===== src/rtl/obuf_port_arbiter_pkg.sv =====
// Shared types and default sizes for the output-BRAM port arbiter.
package obuf_arb_pkg;

  localparam int DEF_ADDR_W = 10;
  localparam int DEF_DATA_W = 16;
  localparam int DEF_DEPTH  = 1024;

  typedef enum logic [0:0] {
    ARB   = 1'b0,
    CLEAR = 1'b1
  } arb_state_e;

  typedef enum logic [1:0] {
    SEL_NONE = 2'd0,
    SEL_ACC  = 2'd1,
    SEL_RD   = 2'd2,
    SEL_CLR  = 2'd3
  } grant_sel_e;

  // True when the address being issued is the final word of the sweep.
  function automatic logic sweep_last(input logic [31:0] cnt, input int depth);
    return (cnt == 32'(depth - 1));
  endfunction

endpackage


===== src/rtl/obuf_port_arbiter_if.sv =====
// Request/grant and BRAM-port bundle between the requesters, the arbiter and the BRAM.
interface obuf_port_arbiter_if
  import obuf_arb_pkg::*;
#(
  parameter int ADDR_W = DEF_ADDR_W,
  parameter int DATA_W = DEF_DATA_W
);

  logic              clear_req;
  logic              clear_busy;
  logic              clear_done;
  logic              acc_req;
  logic [ADDR_W-1:0] acc_addr;
  logic [DATA_W-1:0] acc_wdata;
  logic              acc_gnt;
  logic              rd_req;
  logic [ADDR_W-1:0] rd_addr;
  logic              rd_gnt;
  logic              rd_valid;
  logic [DATA_W-1:0] rd_data;
  logic              bram_en;
  logic              bram_we;
  logic [ADDR_W-1:0] bram_addr;
  logic [DATA_W-1:0] bram_din;
  logic [DATA_W-1:0] bram_dout;

  modport master (
    output clear_req, acc_req, acc_addr, acc_wdata, rd_req, rd_addr, bram_dout,
    input  clear_busy, clear_done, acc_gnt, rd_gnt, rd_valid, rd_data,
           bram_en, bram_we, bram_addr, bram_din
  );

  modport slave (
    input  clear_req, acc_req, acc_addr, acc_wdata, rd_req, rd_addr, bram_dout,
    output clear_busy, clear_done, acc_gnt, rd_gnt, rd_valid, rd_data,
           bram_en, bram_we, bram_addr, bram_din
  );

endinterface


===== src/rtl/obuf_port_arbiter_rr_arb2.sv =====
// Two-requester round-robin arbiter; the requester that lost the last contested cycle goes first.
module obuf_rr_arb2 (
  input  logic clk,
  input  logic rst,
  input  logic en,
  input  logic req_a,
  input  logic req_b,
  output logic gnt_a,
  output logic gnt_b
);

  logic last_b_r;

  // Grant decode; a contested cycle goes to whoever did not win the previous one.
  always_comb begin
    gnt_a = 1'b0;
    gnt_b = 1'b0;
    if (en) begin
      if (req_a && req_b) begin
        gnt_a = last_b_r;
        gnt_b = ~last_b_r;
      end else begin
        gnt_a = req_a;
        gnt_b = req_b;
      end
    end else begin
      gnt_a = 1'b0;
      gnt_b = 1'b0;
    end
  end

  // Last-winner register, reset as if b had just won so that a wins first.
  always_ff @(posedge clk) begin
    if (rst) begin
      last_b_r <= 1'b1;
    end else if (en && req_a && req_b) begin
      last_b_r <= gnt_b;
    end else begin
      last_b_r <= last_b_r;
    end
  end

endmodule


===== src/rtl/obuf_port_arbiter.sv =====
// Shares the output-BRAM port among clear sweep, accumulator writes and readout.
// Define OBUF_ARB_RR_EN for round-robin acc/rd arbitration; otherwise acc has fixed priority.
module obuf_port_arbiter
  import obuf_arb_pkg::*;
#(
  parameter int ADDR_W = DEF_ADDR_W,
  parameter int DATA_W = DEF_DATA_W,
  parameter int DEPTH  = DEF_DEPTH
) (
  input logic                clk,
  input logic                rst,
  obuf_port_arbiter_if.slave bus
);

  localparam int CNT_W = ADDR_W + 1;

  arb_state_e        state_r;
  logic [CNT_W-1:0]  cnt_r;
  logic              clear_q_r;
  logic              clear_busy_r;
  logic              clear_done_r;
  logic              rd_v1_r;
  logic              rd_valid_r;
  logic              bram_en_r;
  logic              bram_we_r;
  logic [ADDR_W-1:0] bram_addr_r;
  logic [DATA_W-1:0] bram_din_r;

  logic              clear_rise_s;
  logic              arb_en_s;
  logic [CNT_W-1:0]  issue_s;
  logic              last_s;
  logic              acc_win_s;
  logic              rd_win_s;
  grant_sel_e        sel_s;

  assign clear_rise_s = bus.clear_req & ~clear_q_r;
  assign arb_en_s     = (state_r == ARB) && !bus.clear_req;

  // Address issued this sweep cycle; a fresh request during a sweep restarts at word 0.
  always_comb begin
    issue_s = cnt_r;
    if (clear_rise_s) begin
      issue_s = '0;
    end else begin
      issue_s = cnt_r;
    end
  end

  assign last_s = sweep_last(32'(issue_s), DEPTH);

`ifdef OBUF_ARB_RR_EN
  obuf_rr_arb2 u_rr_arb2 (
    .clk   (clk),
    .rst   (rst),
    .en    (arb_en_s),
    .req_a (bus.acc_req),
    .req_b (bus.rd_req),
    .gnt_a (acc_win_s),
    .gnt_b (rd_win_s)
  );
`else
  // Fixed priority: accumulator write-back beats readout.
  always_comb begin
    acc_win_s = 1'b0;
    rd_win_s  = 1'b0;
    if (arb_en_s) begin
      acc_win_s = bus.acc_req;
      rd_win_s  = bus.rd_req & ~bus.acc_req;
    end else begin
      acc_win_s = 1'b0;
      rd_win_s  = 1'b0;
    end
  end
`endif

  // Port owner for this cycle; the sweep owns the port outright.
  always_comb begin
    sel_s = SEL_NONE;
    if (state_r == CLEAR) begin
      sel_s = SEL_CLR;
    end else if (acc_win_s) begin
      sel_s = SEL_ACC;
    end else if (rd_win_s) begin
      sel_s = SEL_RD;
    end else begin
      sel_s = SEL_NONE;
    end
  end

  // Sequencer: idle arbitration versus zero-fill sweep.
  always_ff @(posedge clk) begin
    if (rst) begin
      state_r      <= ARB;
      cnt_r        <= '0;
      clear_q_r    <= 1'b0;
      clear_busy_r <= 1'b0;
      clear_done_r <= 1'b0;
    end else begin
      clear_q_r    <= bus.clear_req;
      clear_done_r <= 1'b0;
      case (state_r)
        ARB: begin
          cnt_r <= '0;
          if (clear_rise_s) begin
            state_r      <= CLEAR;
            clear_busy_r <= 1'b1;
          end else begin
            state_r      <= ARB;
            clear_busy_r <= 1'b0;
          end
        end
        CLEAR: begin
          if (last_s) begin
            state_r      <= ARB;
            cnt_r        <= '0;
            clear_busy_r <= 1'b0;
            clear_done_r <= 1'b1;
          end else begin
            state_r      <= CLEAR;
            cnt_r        <= issue_s + CNT_W'(1);
            clear_busy_r <= 1'b1;
          end
        end
        default: begin
          state_r      <= ARB;
          cnt_r        <= '0;
          clear_busy_r <= 1'b0;
        end
      endcase
    end
  end

  // Registered BRAM port: the winner of cycle N drives the BRAM in cycle N+1.
  always_ff @(posedge clk) begin
    if (rst) begin
      bram_en_r   <= 1'b0;
      bram_we_r   <= 1'b0;
      bram_addr_r <= '0;
      bram_din_r  <= '0;
    end else begin
      case (sel_s)
        SEL_CLR: begin
          bram_en_r   <= 1'b1;
          bram_we_r   <= 1'b1;
          bram_addr_r <= issue_s[ADDR_W-1:0];
          bram_din_r  <= '0;
        end
        SEL_ACC: begin
          bram_en_r   <= 1'b1;
          bram_we_r   <= 1'b1;
          bram_addr_r <= bus.acc_addr;
          bram_din_r  <= bus.acc_wdata;
        end
        SEL_RD: begin
          bram_en_r   <= 1'b1;
          bram_we_r   <= 1'b0;
          bram_addr_r <= bus.rd_addr;
          bram_din_r  <= '0;
        end
        default: begin
          bram_en_r   <= 1'b0;
          bram_we_r   <= 1'b0;
          bram_addr_r <= '0;
          bram_din_r  <= '0;
        end
      endcase
    end
  end

  // Read-valid pipeline tracking the port register plus BRAM latency; only reset flushes it.
  always_ff @(posedge clk) begin
    if (rst) begin
      rd_v1_r    <= 1'b0;
      rd_valid_r <= 1'b0;
    end else begin
      rd_v1_r    <= (sel_s == SEL_RD);
      rd_valid_r <= rd_v1_r;
    end
  end

  assign bus.acc_gnt    = acc_win_s;
  assign bus.rd_gnt     = rd_win_s;
  assign bus.clear_busy = clear_busy_r;
  assign bus.clear_done = clear_done_r;
  assign bus.rd_valid   = rd_valid_r;
  assign bus.rd_data    = rd_valid_r ? bus.bram_dout : '0;
  assign bus.bram_en    = bram_en_r;
  assign bus.bram_we    = bram_we_r;
  assign bus.bram_addr  = bram_addr_r;
  assign bus.bram_din   = bram_din_r;

endmodule


===== src/flat_wrapper.sv =====
// flat-port wrapper written by rule: the top's interface ports become plain ports
module obuf_port_arbiter_flat import obuf_arb_pkg::*;
#(
  parameter int ADDR_W = DEF_ADDR_W,
  parameter int DATA_W = DEF_DATA_W,
  parameter int DEPTH  = DEF_DEPTH
)
  (clk, rst, bus_clear_req, bus_acc_req, bus_acc_addr, bus_acc_wdata, bus_rd_req, bus_rd_addr, bus_bram_dout, bus_clear_busy, bus_clear_done, bus_acc_gnt, bus_rd_gnt, bus_rd_valid, bus_rd_data, bus_bram_en, bus_bram_we, bus_bram_addr, bus_bram_din);
  obuf_port_arbiter_if #(.ADDR_W(ADDR_W), .DATA_W(DATA_W)) bus_i ();
  input logic clk;
  input logic rst;
  input wire logic [$bits(bus_i.clear_req)-1:0] bus_clear_req;
  input wire logic [$bits(bus_i.acc_req)-1:0] bus_acc_req;
  input wire logic [$bits(bus_i.acc_addr)-1:0] bus_acc_addr;
  input wire logic [$bits(bus_i.acc_wdata)-1:0] bus_acc_wdata;
  input wire logic [$bits(bus_i.rd_req)-1:0] bus_rd_req;
  input wire logic [$bits(bus_i.rd_addr)-1:0] bus_rd_addr;
  input wire logic [$bits(bus_i.bram_dout)-1:0] bus_bram_dout;
  output wire logic [$bits(bus_i.clear_busy)-1:0] bus_clear_busy;
  output wire logic [$bits(bus_i.clear_done)-1:0] bus_clear_done;
  output wire logic [$bits(bus_i.acc_gnt)-1:0] bus_acc_gnt;
  output wire logic [$bits(bus_i.rd_gnt)-1:0] bus_rd_gnt;
  output wire logic [$bits(bus_i.rd_valid)-1:0] bus_rd_valid;
  output wire logic [$bits(bus_i.rd_data)-1:0] bus_rd_data;
  output wire logic [$bits(bus_i.bram_en)-1:0] bus_bram_en;
  output wire logic [$bits(bus_i.bram_we)-1:0] bus_bram_we;
  output wire logic [$bits(bus_i.bram_addr)-1:0] bus_bram_addr;
  output wire logic [$bits(bus_i.bram_din)-1:0] bus_bram_din;
  assign bus_i.clear_req = bus_clear_req;
  assign bus_i.acc_req = bus_acc_req;
  assign bus_i.acc_addr = bus_acc_addr;
  assign bus_i.acc_wdata = bus_acc_wdata;
  assign bus_i.rd_req = bus_rd_req;
  assign bus_i.rd_addr = bus_rd_addr;
  assign bus_i.bram_dout = bus_bram_dout;
  assign bus_clear_busy = bus_i.clear_busy;
  assign bus_clear_done = bus_i.clear_done;
  assign bus_acc_gnt = bus_i.acc_gnt;
  assign bus_rd_gnt = bus_i.rd_gnt;
  assign bus_rd_valid = bus_i.rd_valid;
  assign bus_rd_data = bus_i.rd_data;
  assign bus_bram_en = bus_i.bram_en;
  assign bus_bram_we = bus_i.bram_we;
  assign bus_bram_addr = bus_i.bram_addr;
  assign bus_bram_din = bus_i.bram_din;
  obuf_port_arbiter #(.ADDR_W(ADDR_W), .DATA_W(DATA_W), .DEPTH(DEPTH)) u_core (.clk(clk), .rst(rst), .bus(bus_i));
endmodule

===== config.mk =====
export PLATFORM = sky130hd
export DESIGN_NAME = obuf_port_arbiter_flat
export DESIGN_NICKNAME = d
export VERILOG_FILES = /design/src/rtl/obuf_port_arbiter_pkg.sv /design/src/rtl/obuf_port_arbiter_if.sv /design/src/rtl/obuf_port_arbiter_rr_arb2.sv /design/src/rtl/obuf_port_arbiter.sv /design/src/flat_wrapper.sv
export SDC_FILE = /design/constraint.sdc
export NUM_CORES = 1
export LEC_CHECK = 0
export CAP_MARGIN = 20
export CELL_PAD_IN_SITES_DETAIL_PLACEMENT = 1
export CELL_PAD_IN_SITES_GLOBAL_PLACEMENT = 2
export CORE_MARGIN = 2
export CORE_UTILIZATION = 21
export DETAILED_ROUTE_END_ITERATION = 16
export PLACE_DENSITY_LB_ADDON = 0.1
export SLEW_MARGIN = 20
export SYNTH_ARGS = -nofsm -noshare
export SYNTH_HDL_FRONTEND = slang
export SYNTH_SLANG_ARGS = --single-unit

===== constraint.sdc =====
create_clock -name clk -period 5.9 [get_ports clk]
set_clock_uncertainty 0.15 [all_clocks]
set_input_delay 1.18 -clock clk [delete_from_list [all_inputs] [get_ports clk]]
set_output_delay 1.18 -clock clk [all_outputs]
set_load 0.05 [all_outputs]

# --- Word-level counts from Yosys, hierarchy flattened ---
# Cells that the tools add are included.
totals:
  in_bits: 57
  ff_bits: 44
op_classes:
  eq_ne: 4
  reduce_logical: 6
  bitwise: 6
  n_addsub: 1
  mux: 16
op_table:
  columns: ["op", "count"]
  rows:
  - ["10-bit case mux with 3 select lines", 1]
  - ["11-bit two-way mux", 2]
  - ["11-bit case mux with 2 select lines", 1]
  - ["16-bit two-way mux", 1]
  - ["11-bit by 1-bit adder with 11-bit output, second input constant", 1]
  - ["11-bit by 10-bit == test with 1-bit output, second input constant", 1]
  - ["1-bit two-way mux", 7]
  - ["2-bit two-way mux", 3]
  - ["2-bit OR reduction", 3]
  - ["2-bit == test, second input constant", 2]
  - ["1-bit NOT", 4]
  - ["3-bit OR reduction", 1]
  - ["1-bit bitwise AND", 2]
  - ["2-bit by 1-bit == test with 1-bit output, second input constant", 1]
  - ["1-bit case mux with 2 select lines", 1]
  - ["1-bit logical AND", 1]
  - ["1-bit zero test", 1]

# --- Longest topological paths before layout ---
# Gate-level depths: netlist of the first run.
logic_depth:
  word_depth: 9
  ltp_mapped: 8

# --- Worst setup path before layout of the first run ---
# Ideal clock, no wire load.
synth_timing:
  kind: "input to output"
  startpoint: "input port bus_clear_req"
  endpoint: "output port bus_rd_gnt"
  stages: 3
  slack_ns: 2.587
  t_arrival_ns: 1.983
  required_ns: 4.570
  path_cell_list: "or4b_4 -> inv_1 -> buf_6"
synth_between:
  elab_chain_len: 3
synth_lines:
  columns: ["element", "line", "rtl"]
  rows:
  - ["start: declaration", "flat_wrapper.sv:12", "input wire logic [$bits(bus_i.clear_req)-1:0] bus_clear_req;"]
  - ["1-bit zero test", "obuf_port_arbiter.sv:38", "assign arb_en_s = (state_r == ARB) && !bus.clear_req;"]
  - ["1-bit logical AND", "obuf_port_arbiter.sv:38", null]
  - ["1-bit two-way mux", "obuf_port_arbiter.sv:67", "if (arb_en_s) begin"]
  - ["end: declaration", "flat_wrapper.sv:22", "output wire logic [$bits(bus_i.rd_gnt)-1:0] bus_rd_gnt;"]
# Every way passes these cells.

# --- Worst setup path after layout of the first run ---
# Ends and elaborated chain as after synthesis.

==> results of run 1 <==
-- power breakdown --
| part | switching [mW] | leakage, nW | total, mW | internal, mW |
|---|---|---|---|---|
| Combinational | 0.0562 | 0.641 | 0.112 | 0.0562 |
| Sequential | 0.00412 | 0.357 | 0.309 | 0.305 |
| Clock | 0.104 | 0.0614 | 0.243 | 0.138 |
-- synth_stat cells (all sizes together) --
library cell,instances,area share [%]
and3,2,0.76
xor2,2,1.1
o21bai,1,0.46
buf,4,2.4
or3,2,0.76
nand2b,1,0.38
clkbuf,3,0.76
nor3,1,0.31
ha,1,0.76
a222oi,9,5.5
nor2b,2,0.76
or4b,1,0.84
xnor2,4,2.1
or2b,1,0.46
a22oi,1,0.76
nand2,7,1.6
o21ai,3,0.92
nand4,2,0.76
dfxtp,44,54
nor2,21,4.8
a21o,1,0.46
o311a,1,0.61
nor3b,1,0.46
inv,5,1.1
nand4b,1,0.53
o41ai,1,0.53
and2b,1,0.46
a21oi,3,0.92
and4,1,0.53
and2,35,13
nand3,3,0.92
-- per-stage QoR --
stage	hold slack [ns]	std cells	cell area, µm²	utilization [%]	worst slack (ns)
3_3_place_gp	0.273	366	2770	36.3	1.20
5_1_grt	0.313	374	2890	37.8	1.07
3_5_place_dp	0.278	366	2770	36.3	1.19
4_1_cts	0.300	374	2890	37.8	1.19
6_report	0.293	374	2890	37.8	1.19
2_1_floorplan	0.258	165	1640	-	2.59
-- registers in the layout, indices dropped and copies added, names as in the netlist --
signal and count:
u_core.bus.bram_din 16, u_core.cnt_r 11, u_core.bus.bram_addr 10, u_core.bus.bram_en 1, u_core.bus.bram_we 1, u_core.bus.clear_busy 1
u_core.bus.clear_done 1, u_core.bus.rd_valid 1, u_core.clear_q_r 1, u_core.rd_v1_r 1
-- final timing paths --
check	startpoint	endpoint	slack, ns	cells past startpoint
hold reg to reg	u_core.rd_v1_r$_SDFF_PP0_	u_core.bus.rd_valid$_SDFF_PP0_	0.29	1
hold / removal	u_core.rd_v1_r$_SDFF_PP0_	u_core.bus.rd_valid$_SDFF_PP0_	0.29	1
setup / recovery	bus_clear_req	bus_rd_gnt	1.19	4
setup reg to reg	u_core.clear_q_r$_SDFF_PP0_	u_core.bus.clear_busy$_SDFF_PP0_	3.30	7
-- critical path: stages --
cell and delay, ns:
clkdlybuf4s50_1 0.46, or4b_4 0.57, inv_1 0.28, clkdlybuf4s50_1 0.88
-- cells in the final DEF, fill, tap and decap left out, types with 2 or more instances in the layout --
master / instances
clkdlybuf4s50_1: 105
clkbuf_8: 6
and2_1: 34
xor2_1: 2
a21oi_1: 3
o21ai_0: 3
nor2b_1: 2
nand2_1: 7
or3_1: 2
xnor2_1: 4
nand4_1: 2
and3_1: 2
inv_1: 5
dfxtp_1: 44
nand3_1: 3
nor2_1: 21
a222oi_1: 9
-- cells by family after synthesis --
family	Yosys count
fa+ha+maj	1
xor+xnor	6
simple gates	82
compound gates	20
buf+inv	12
flops	44
-- cell type report --
class / instances / area (µm²) / area share [%]
timing repair buffer: 106 / 1060 / 36.6
sequential: 44 / 881 / 30.4
multi-input combinational: 109 / 687 / 23.7
tap: 102 / 128 / 4.41
clock buffer: 6 / 82.6 / 2.85
clock inverter: 2 / 38.8 / 1.34
inverter: 5 / 18.8 / 0.649
-- per-layer routing --
layer / share of wire, % / vias to the layer above / wire length, µm
li1: - / 769 / -
met1: 43 / 741 / 2200
met2: 47 / 84 / 2410
met3: 9.1 / 4 / 467
met4: 0.90 / 0 / 46
met5: 0 / - / 0
==> results.py, run 1 <==
metrics = {
    "logic_synthesis": {
        "synth_nets": 223,
        "yosys_warnings": 0,
        "synth-compound-area-share_pct": 10.2,
        "avgSynthCellArea_um2": 9.93,
        "synth_top_family_by_area": "simple AND/OR/NAND/NOR gates",
        "syn_inst": 165,
        "synth_xor_area_share_pct": 3.21,
        "synth_seq_cells": 44,
        "synth-simple-area-share_pct": 27.8,
        "ys_seq_area_share_pct": 53.8,
        "synthMuxAreaShare_pct": 0,
        "yosys.area_share.adder_pct": 0.764,
        "netlist_area_mm2": 0.00164,
        "ys_types": 34,
    },
    "routing": {
        "postRouteAntennaNets": 0,
        "viasPerCell": 4.27,
        "vias": 1598,
        "wirelength_mm": 5.13,
        "route.detailed.drc": 0,
        "drt_iter0_markers": 83,
        "post_drt_wl_per_cell_um": 13.7,
        "drt_pre_antenna_iters": 5,
    },
    "timing": {
        "worst_pin_slew_ns": 0.536,
        "post-route-period-util_pct": 79.8,
        "relSlewSlack_pct": 64.1,
        "tns_ns": 0,
        "post-route-min-period_ns": 4.71,
        "hold_viol": 0,
        "fmax_mhz": 212,
        "slew_viol_final": 0,
        "setup_viol_count_final": 0,
        "rsz0062_at_grt": "no",
    },
    "grt": {
        "grt_pass1_vias": 1543,
        "grt_util_met1_pct": 15.2,
        "grt-ovfl-total": 0,
        "grt_usage_pct": 12.3,
        "grt_use_met2_pct": 20.1,
        "busiest_layer": "met2",
        "grt_max_degree": 18,
        "gr-usage-met3_pct": 4.31,
        "antenna_found_initial": 0,
        "grt_pass1_wl_mm": 8.25,
    },
    "final_layout": {
        "nNetsFinal": 329,
        "drive_above_1_share_pct": 4.41,
        "fillCellCount": 883,
        "areaGrowthSynthToFinish_pct": 76.7,
        "diodes": 0,
    },
    "clock_network": {
        "htree_num_levels": 2,
        "cts_num_sinks": 44,
        "postCtsSetupBuffers": 0,
        "clk_pin_slew_worst_paths_ns": 0.09,
        "cts_buffers": 5,
        "clock_path_buffers": 2,
        "cts-root-buf": "clkbuf_8",
        "post_cts_resized": 0,
        "clk_latency_ns": 0.29,
        "cts_hold_buf": 0,
        "tritoncts": "yes",
    },
    "worst_hold_path": {
        "hp-class": "flip-flop to flip-flop",
    },
    "floorplanning": {
        "die_w_um": 92.3,
        "die-area_mm2": 0.00852,
        "coreArea_mm2": 0.00765,
        "start_util_pct": 21.4,
        "rows": 32,
        "die_y_um": 92.3,
        "io_pins": 106,
    },
    "power_and_ir_drop": {
        "ir_worst_vdd_mv": 0.0942,
        "p_leak_nw": 1.06,
        "p_per_area_mw_per_mm2": 230,
        "power.total_mw": 0.664,
    },
    "setup_path": {
        "critical_path_class": "input port to output port",
        "endpoint_kind": "output port",
        "cp.required_ns": 4.57,
        "worstPathMaxFanout": 11,
        "critical_path_arrival_ns": 3.38,
        "worstSetupStartpointType": "input port",
    },
    "status": {
        "outcome": "finished, final reports clean",
    },
    "placed_design": {
        "place_congestion": 0.734,
        "io_buffers": 105,
        "hpwl_mm": 4.14,
    },
    "run": {
        "cap_violations": 0,
    },
}
Note: power is estimated with default switching activity, not from simulation.
==> run 2, diff against run 1 <==
--- a/config.mk
+++ b/config.mk
@@ -9,7 +9,7 @@
 export CELL_PAD_IN_SITES_DETAIL_PLACEMENT = 1
 export CELL_PAD_IN_SITES_GLOBAL_PLACEMENT = 2
 export CORE_MARGIN = 2
-export CORE_UTILIZATION = 21
+export CORE_UTILIZATION = 19
 export DETAILED_ROUTE_END_ITERATION = 16
 export PLACE_DENSITY_LB_ADDON = 0.1
 export SLEW_MARGIN = 20
==> constraint.sdc (replaced) <==
create_clock -name clk -period 4.9 [get_ports clk]
set_clock_uncertainty 0.15 [all_clocks]
set_input_delay 0.98 -clock clk [delete_from_list [all_inputs] [get_ports clk]]
set_output_delay 0.98 -clock clk [all_outputs]
set_load 0.05 [all_outputs]
==> run 2 against run 1 <==
Compared with the run above:
- sequential cell count stayed put
- clock power is 22% higher
- sequential power is 20% higher
- total power is 21% higher
- worst hold slack better by 0.0058 ns
- wire length is 6.3% higher
- non-clock buffer count is 1 higher
- critical path type unchanged
- critical endpoint unchanged
==> results.py, run 2 (same netlist as run 1, synthesis figures left out) <==
metrics = {
    "floorplanning": {
        "die-area_mm2": 0.00938,
        "start_util_pct": 19.7,
        "die_w_um": 96.8,
        "rows": 33,
        "die_y_um": 96.8,
        "coreArea_mm2": 0.00830,
        "io_pins": 106,
    },
    "placed_design": {
        "io_buffers": 105,
        "dp_cells": 370,
        "hpwl_mm": 4.33,
        "place_congestion": 0.724,
    },
    "routing": {
        "vias": 1568,
        "drt_pre_antenna_iters": 5,
        "post_drt_wl_per_cell_um": 14.4,
        "route.detailed.drc": 0,
        "viasPerCell": 4.15,
        "wirelength_mm": 5.46,
        "postRouteAntennaNets": 0,
        "drt_iter0_markers": 78,
    },
    "worst_hold_path": {
        "min_path_cells": 1,
        "hp-class": "flip-flop to flip-flop",
        "whs_endpoint": "u_core.cnt_r[10]$_SDFF_PP0_",
        "hp-start": "u_core.cnt_r[10]$_SDFF_PP0_",
    },
    "timing": {
        "setup_viol_count_final": 0,
        "worst_pin_slew_ns": 0.572,
        "fin_hold_ws_ns": 0.299,
        "tns_ns": 0,
        "fmax_mhz": 245,
        "rsz0062_at_grt": "no",
        "post-route-period-util_pct": 83.4,
        "relSlewSlack_pct": 61.8,
        "post-route-min-period_ns": 4.09,
        "slew_viol_final": 0,
        "hold_viol": 0,
    },
    "grt": {
        "grt_usage_pct": 12.0,
        "grt_pass1_vias": 1684,
        "antenna_found_initial": 0,
        "grt_max_degree": 18,
        "grt_pass1_wl_mm": 9.02,
        "grt-ovfl-total": 0,
    },
    "clock_network": {
        "cts-root-buf": "clkbuf_8",
        "cts_num_sinks": 44,
        "clk_latency_ns": 0.30,
        "clock_path_buffers": 2,
        "clk_pin_slew_worst_paths_ns": 0.08,
        "postCtsSetupBuffers": 0,
        "cts_hold_buf": 0,
        "post_cts_resized": 0,
        "tritoncts": "yes",
        "cts_buffers": 5,
        "htree_num_levels": 2,
    },
    "setup_path": {
        "worstSetupStartpointType": "input port",
        "r2r-start": "u_core.clear_q_r$_SDFF_PP0_",
        "reg2reg_to": "u_core.bus.clear_busy$_SDFF_PP0_",
        "worstPathMaxFanout": 4,
        "critical_path_class": "input port to output port",
        "r2r_cells": 7,
        "cp.required_ns": 3.77,
        "endpoint_kind": "output port",
        "critical_path_arrival_ns": 2.96,
        "r2r_slack_ns": 2.28,
    },
    "power_and_ir_drop": {
        "power.total_mw": 0.805,
        "ir_worst_vdd_mv": 0.108,
        "p_leak_nw": 1.07,
        "p_per_area_mw_per_mm2": 277,
    },
    "final_layout": {
        "drive_above_1_share_pct": 5.13,
        "largest_register_ffs": 16,
        "areaGrowthSynthToFinish_pct": 77.2,
        "final_common_cell": "clkdlybuf4s50_1",
        "utilization_pct": 35.0,
        "instances_no_fill": 378,
        "nNetsFinal": 330,
        "diodes": 0,
        "layout_common_cells": "104 x clkdlybuf4s50_1, 44 x dfxtp_1, 34 x and2_1, 21 x nor2_1, 9 x a222oi_1",
    },
    "run": {
        "cap_violations": 0,
    },
    "status": {
        "outcome": "finished, final reports clean",
    },
}
[run 2: worst max-delay path, stage by stage]
cell and delay [ns]:
clkdlybuf4s50_1 0.47, or4b_4 0.59, inv_1 0.09, clkdlybuf4s50_1 0.82
[run 2: metrics by stage]
step	area (µm²)	setup slack, ns
floorplan	1640	1.99
finish	2900	0.813
global placement	2780	0.788
detailed placement	2780	0.780
CTS	2900	0.779
global route	2900	0.754
[run 2: worst max path at each step]
| stage | start | to | slack (ns) | cells past startpoint |
|---|---|---|---|---|
| 2_1_floorplan | bus_clear_req | bus_rd_gnt | 1.99 | 3 |
| 3_3_place_gp | bus_clear_req | bus_rd_gnt | 0.79 | 4 |
| 3_5_place_dp | bus_clear_req | bus_rd_gnt | 0.78 | 4 |
| 4_1_cts | bus_clear_req | bus_rd_gnt | 0.78 | 4 |
| 5_1_grt | bus_clear_req | bus_rd_gnt | 0.75 | 4 |
| 6_report | bus_clear_req | bus_rd_gnt | 0.81 | 4 |
[run 2: metal layers]
metal / vias up / wire, µm / track usage, %
li1: 774 / - / -
met3: 4 / 393 / 3.90
met2: 72 / 2700 / 20.4
met1: 718 / 2330 / 14.5
met5: - / 0 / 0
met4: 0 / 38 / 3.25
[run 2: final cells by class]
cell class,count,area (µm²)
flip-flops and latches,44,881
well taps,105,131
clock inverters,2,38.8
repair buffers,107,1060
clock buffers,6,82.6
fillers,973,5400
inverters,5,18.8
multi-input cells,109,687
[run 2: power breakdown]
part / switching (mW) / internal (mW)
clock: 0.129 / 0.167
sequential: 0.00511 / 0.367
combinational: 0.0686 / 0.0680
total: 0.203 / 0.602
==> run 3, diff against run 2 <==
--- a/config.mk
+++ b/config.mk
@@ -9,7 +9,7 @@
 export CELL_PAD_IN_SITES_DETAIL_PLACEMENT = 1
 export CELL_PAD_IN_SITES_GLOBAL_PLACEMENT = 2
 export CORE_MARGIN = 2
-export CORE_UTILIZATION = 19
+export CORE_UTILIZATION = 17
 export DETAILED_ROUTE_END_ITERATION = 16
 export PLACE_DENSITY_LB_ADDON = 0.1
 export SLEW_MARGIN = 20
==> constraint.sdc (replaced) <==
create_clock -name clk -period 3.4 [get_ports clk]
set_clock_uncertainty 0.15 [all_clocks]
set_input_delay 0.68 -clock clk [delete_from_list [all_inputs] [get_ports clk]]
set_output_delay 0.68 -clock clk [all_outputs]
set_load 0.05 [all_outputs]
==> run 3 against run 2 <==
Compared with the run above:
- sequential power up 44%
- highest routed layer unchanged
- setup slack worse by 0.31 ns
- die area up 11%
- worst hold slack worse by 0.0061 ns
- largest power group unchanged
==> results.py, run 3 (same netlist as run 1, synthesis figures left out) <==
metrics = {
    "status": {
        "outcome": "finished, final reports clean",
    },
    "routing": {
        "drt_pre_antenna_iters": 4,
        "postRouteAntennaNets": 0,
        "post_drt_wl_per_cell_um": 13.5,
        "vias": 1561,
        "wirelength_mm": 5.47,
        "drt_iter0_markers": 53,
        "viasPerCell": 3.84,
        "route.detailed.drc": 0,
    },
    "clock_network": {
        "cts_buffers": 5,
        "clk_latency_ns": 0.29,
        "clk_pin_slew_worst_paths_ns": 0.08,
        "cts-root-buf": "clkbuf_8",
        "tritoncts": "yes",
        "postCtsSetupBuffers": 0,
        "cts_num_sinks": 44,
        "clock_path_buffers": 2,
        "cts_hold_buf": 0,
        "post_cts_resized": 0,
        "htree_num_levels": 2,
    },
    "worst_hold_path": {
        "hp-class": "flip-flop to flip-flop",
    },
    "final_layout": {
        "final_common_cell": "clkdlybuf4s50_1",
        "layout_common_cells": "103 x clkdlybuf4s50_1, 44 x dfxtp_1, 34 x and2_1, 21 x nor2_1, 9 x a222oi_1",
        "areaGrowthSynthToFinish_pct": 82.6,
        "drive_above_1_share_pct": 6.86,
        "fillCellCount": 1075,
        "nNetsFinal": 334,
        "diodes": 0,
        "largest_register_ffs": 16,
    },
    "floorplanning": {
        "coreArea_mm2": 0.00928,
        "start_util_pct": 17.6,
        "die-area_mm2": 0.0104,
        "die_y_um": 102,
        "io_pins": 106,
        "die_w_um": 102,
        "rows": 35,
    },
    "timing": {
        "fin_hold_ws_ns": 0.293,
        "rsz0062_at_grt": "no",
        "worst_pin_slew_ns": 0.527,
        "setup_viol_count_final": 0,
        "relSlewSlack_pct": 64.7,
        "fmax_mhz": 345,
        "post-route-min-period_ns": 2.90,
        "hold_viol": 0,
        "post-route-period-util_pct": 85.2,
        "tns_ns": 0,
        "slew_viol_final": 0,
    },
    "grt": {
        "grt-ovfl-total": 0,
        "grt_pass1_wl_mm": 8.04,
        "grt_max_degree": 18,
        "grt_usage_pct": 10.1,
        "grt_pass1_vias": 1513,
        "antenna_found_initial": 0,
    },
    "power_and_ir_drop": {
        "ir_worst_vdd_mv": 0.175,
        "p_leak_nw": 1.10,
        "p_per_area_mw_per_mm2": 394,
    },
    "setup_path": {
        "cp_slowest_cell": "clkdlybuf4s50_1",
        "critical_path_class": "input port to output port",
        "endpoint_kind": "output port",
        "cpPeakStageDelay_ns": 0.80,
        "worstSetupStartpointType": "input port",
        "cp.required_ns": 2.57,
        "path_common_cell": "clkdlybuf4s50_1",
        "crit_path_cell_trace": "clkdlybuf4s50_1 -> and2_1 -> clkdlybuf4s50_1",
        "critical_path_arrival_ns": 2.07,
        "worstPathMaxFanout": 1,
        "critical_path_buf_inv_count": 2,
        "crit_family": "buffers and inverters",
    },
    "run": {
        "cap_violations": 0,
    },
    "placed_design": {
        "place_congestion": 0.681,
        "hpwl_mm": 4.35,
        "io_buffers": 105,
    },
}
-- run 3: worst reg2reg max path, cell delays in order (launching register included) --
cell	delay, ns
dfxtp_1	0.34
nand2b_1	0.15
and2_1	0.19
ha_1	0.19
and3_1	0.22
nand4_1	0.23
o21bai_1	0.45
o41ai_1	0.14
-- run 3: layout make-up --
| class | instances | area (µm²) | share of cell area [%] |
|---|---|---|---|
| Inverter | 5 | 18.8 | 0.628 |
| Tap cell | 129 | 161 | 5.40 |
| Timing Repair Buffer | 111 | 1120 | 37.3 |
| Clock inverter | 1 | 30.0 | 1.00 |
| Multi-Input combinational cell | 109 | 687 | 23.0 |
| Clock buffer | 7 | 96.3 | 3.22 |
| Sequential cell | 44 | 881 | 29.5 |
-- run 3: layer usage --
layer	up-vias	GRT usage (%)	routed length (µm)
met4	0	3.08	48
met5	-	0	0
met2	63	16.5	2520
li1	781	-	-
met1	712	12.9	2510
met3	5	2.74	388
-- run 3: path summary, 6_finish.rpt --
kind | startpoint | endpoint | slack (ns) | cells past startpoint
min | u_core.rd_v1_r$_SDFF_PP0_ | u_core.bus.rd_valid$_SDFF_PP0_ | 0.29 | 1
max | bus_bram_dout[10] | bus_rd_data[10] | 0.50 | 3
max reg2reg | u_core.clear_q_r$_SDFF_PP0_ | u_core.bus.clear_busy$_SDFF_PP0_ | 1.20 | 7
min reg2reg | u_core.rd_v1_r$_SDFF_PP0_ | u_core.bus.rd_valid$_SDFF_PP0_ | 0.29 | 1
-- run 3: power by group --
part	total, mW	switching, mW	internal, mW
combinational	0.203	0.0991	0.104
sequential	0.537	0.00790	0.529
clock	0.437	0.178	0.259
total	1.18	0.285	0.892
-- run 3: per-stage QoR --
| stage | cells | power [mW] | util, % | setup WS (ns) | instance area, µm² |
|---|---|---|---|---|---|
| after floorplan | 165 | 0.643 | - | 0.973 | 1640 |
| after global placement | 398 | 0.755 | 30.8 | 0.394 | 2860 |
| after detailed placement | 398 | 0.754 | 30.8 | 0.341 | 2860 |
| after CTS | 406 | 1.20 | 32.2 | 0.491 | 2990 |
| after global routing | 406 | 1.23 | 32.2 | 0.445 | 2990 |
| final | 406 | 1.18 | 32.2 | 0.502 | 2990 |
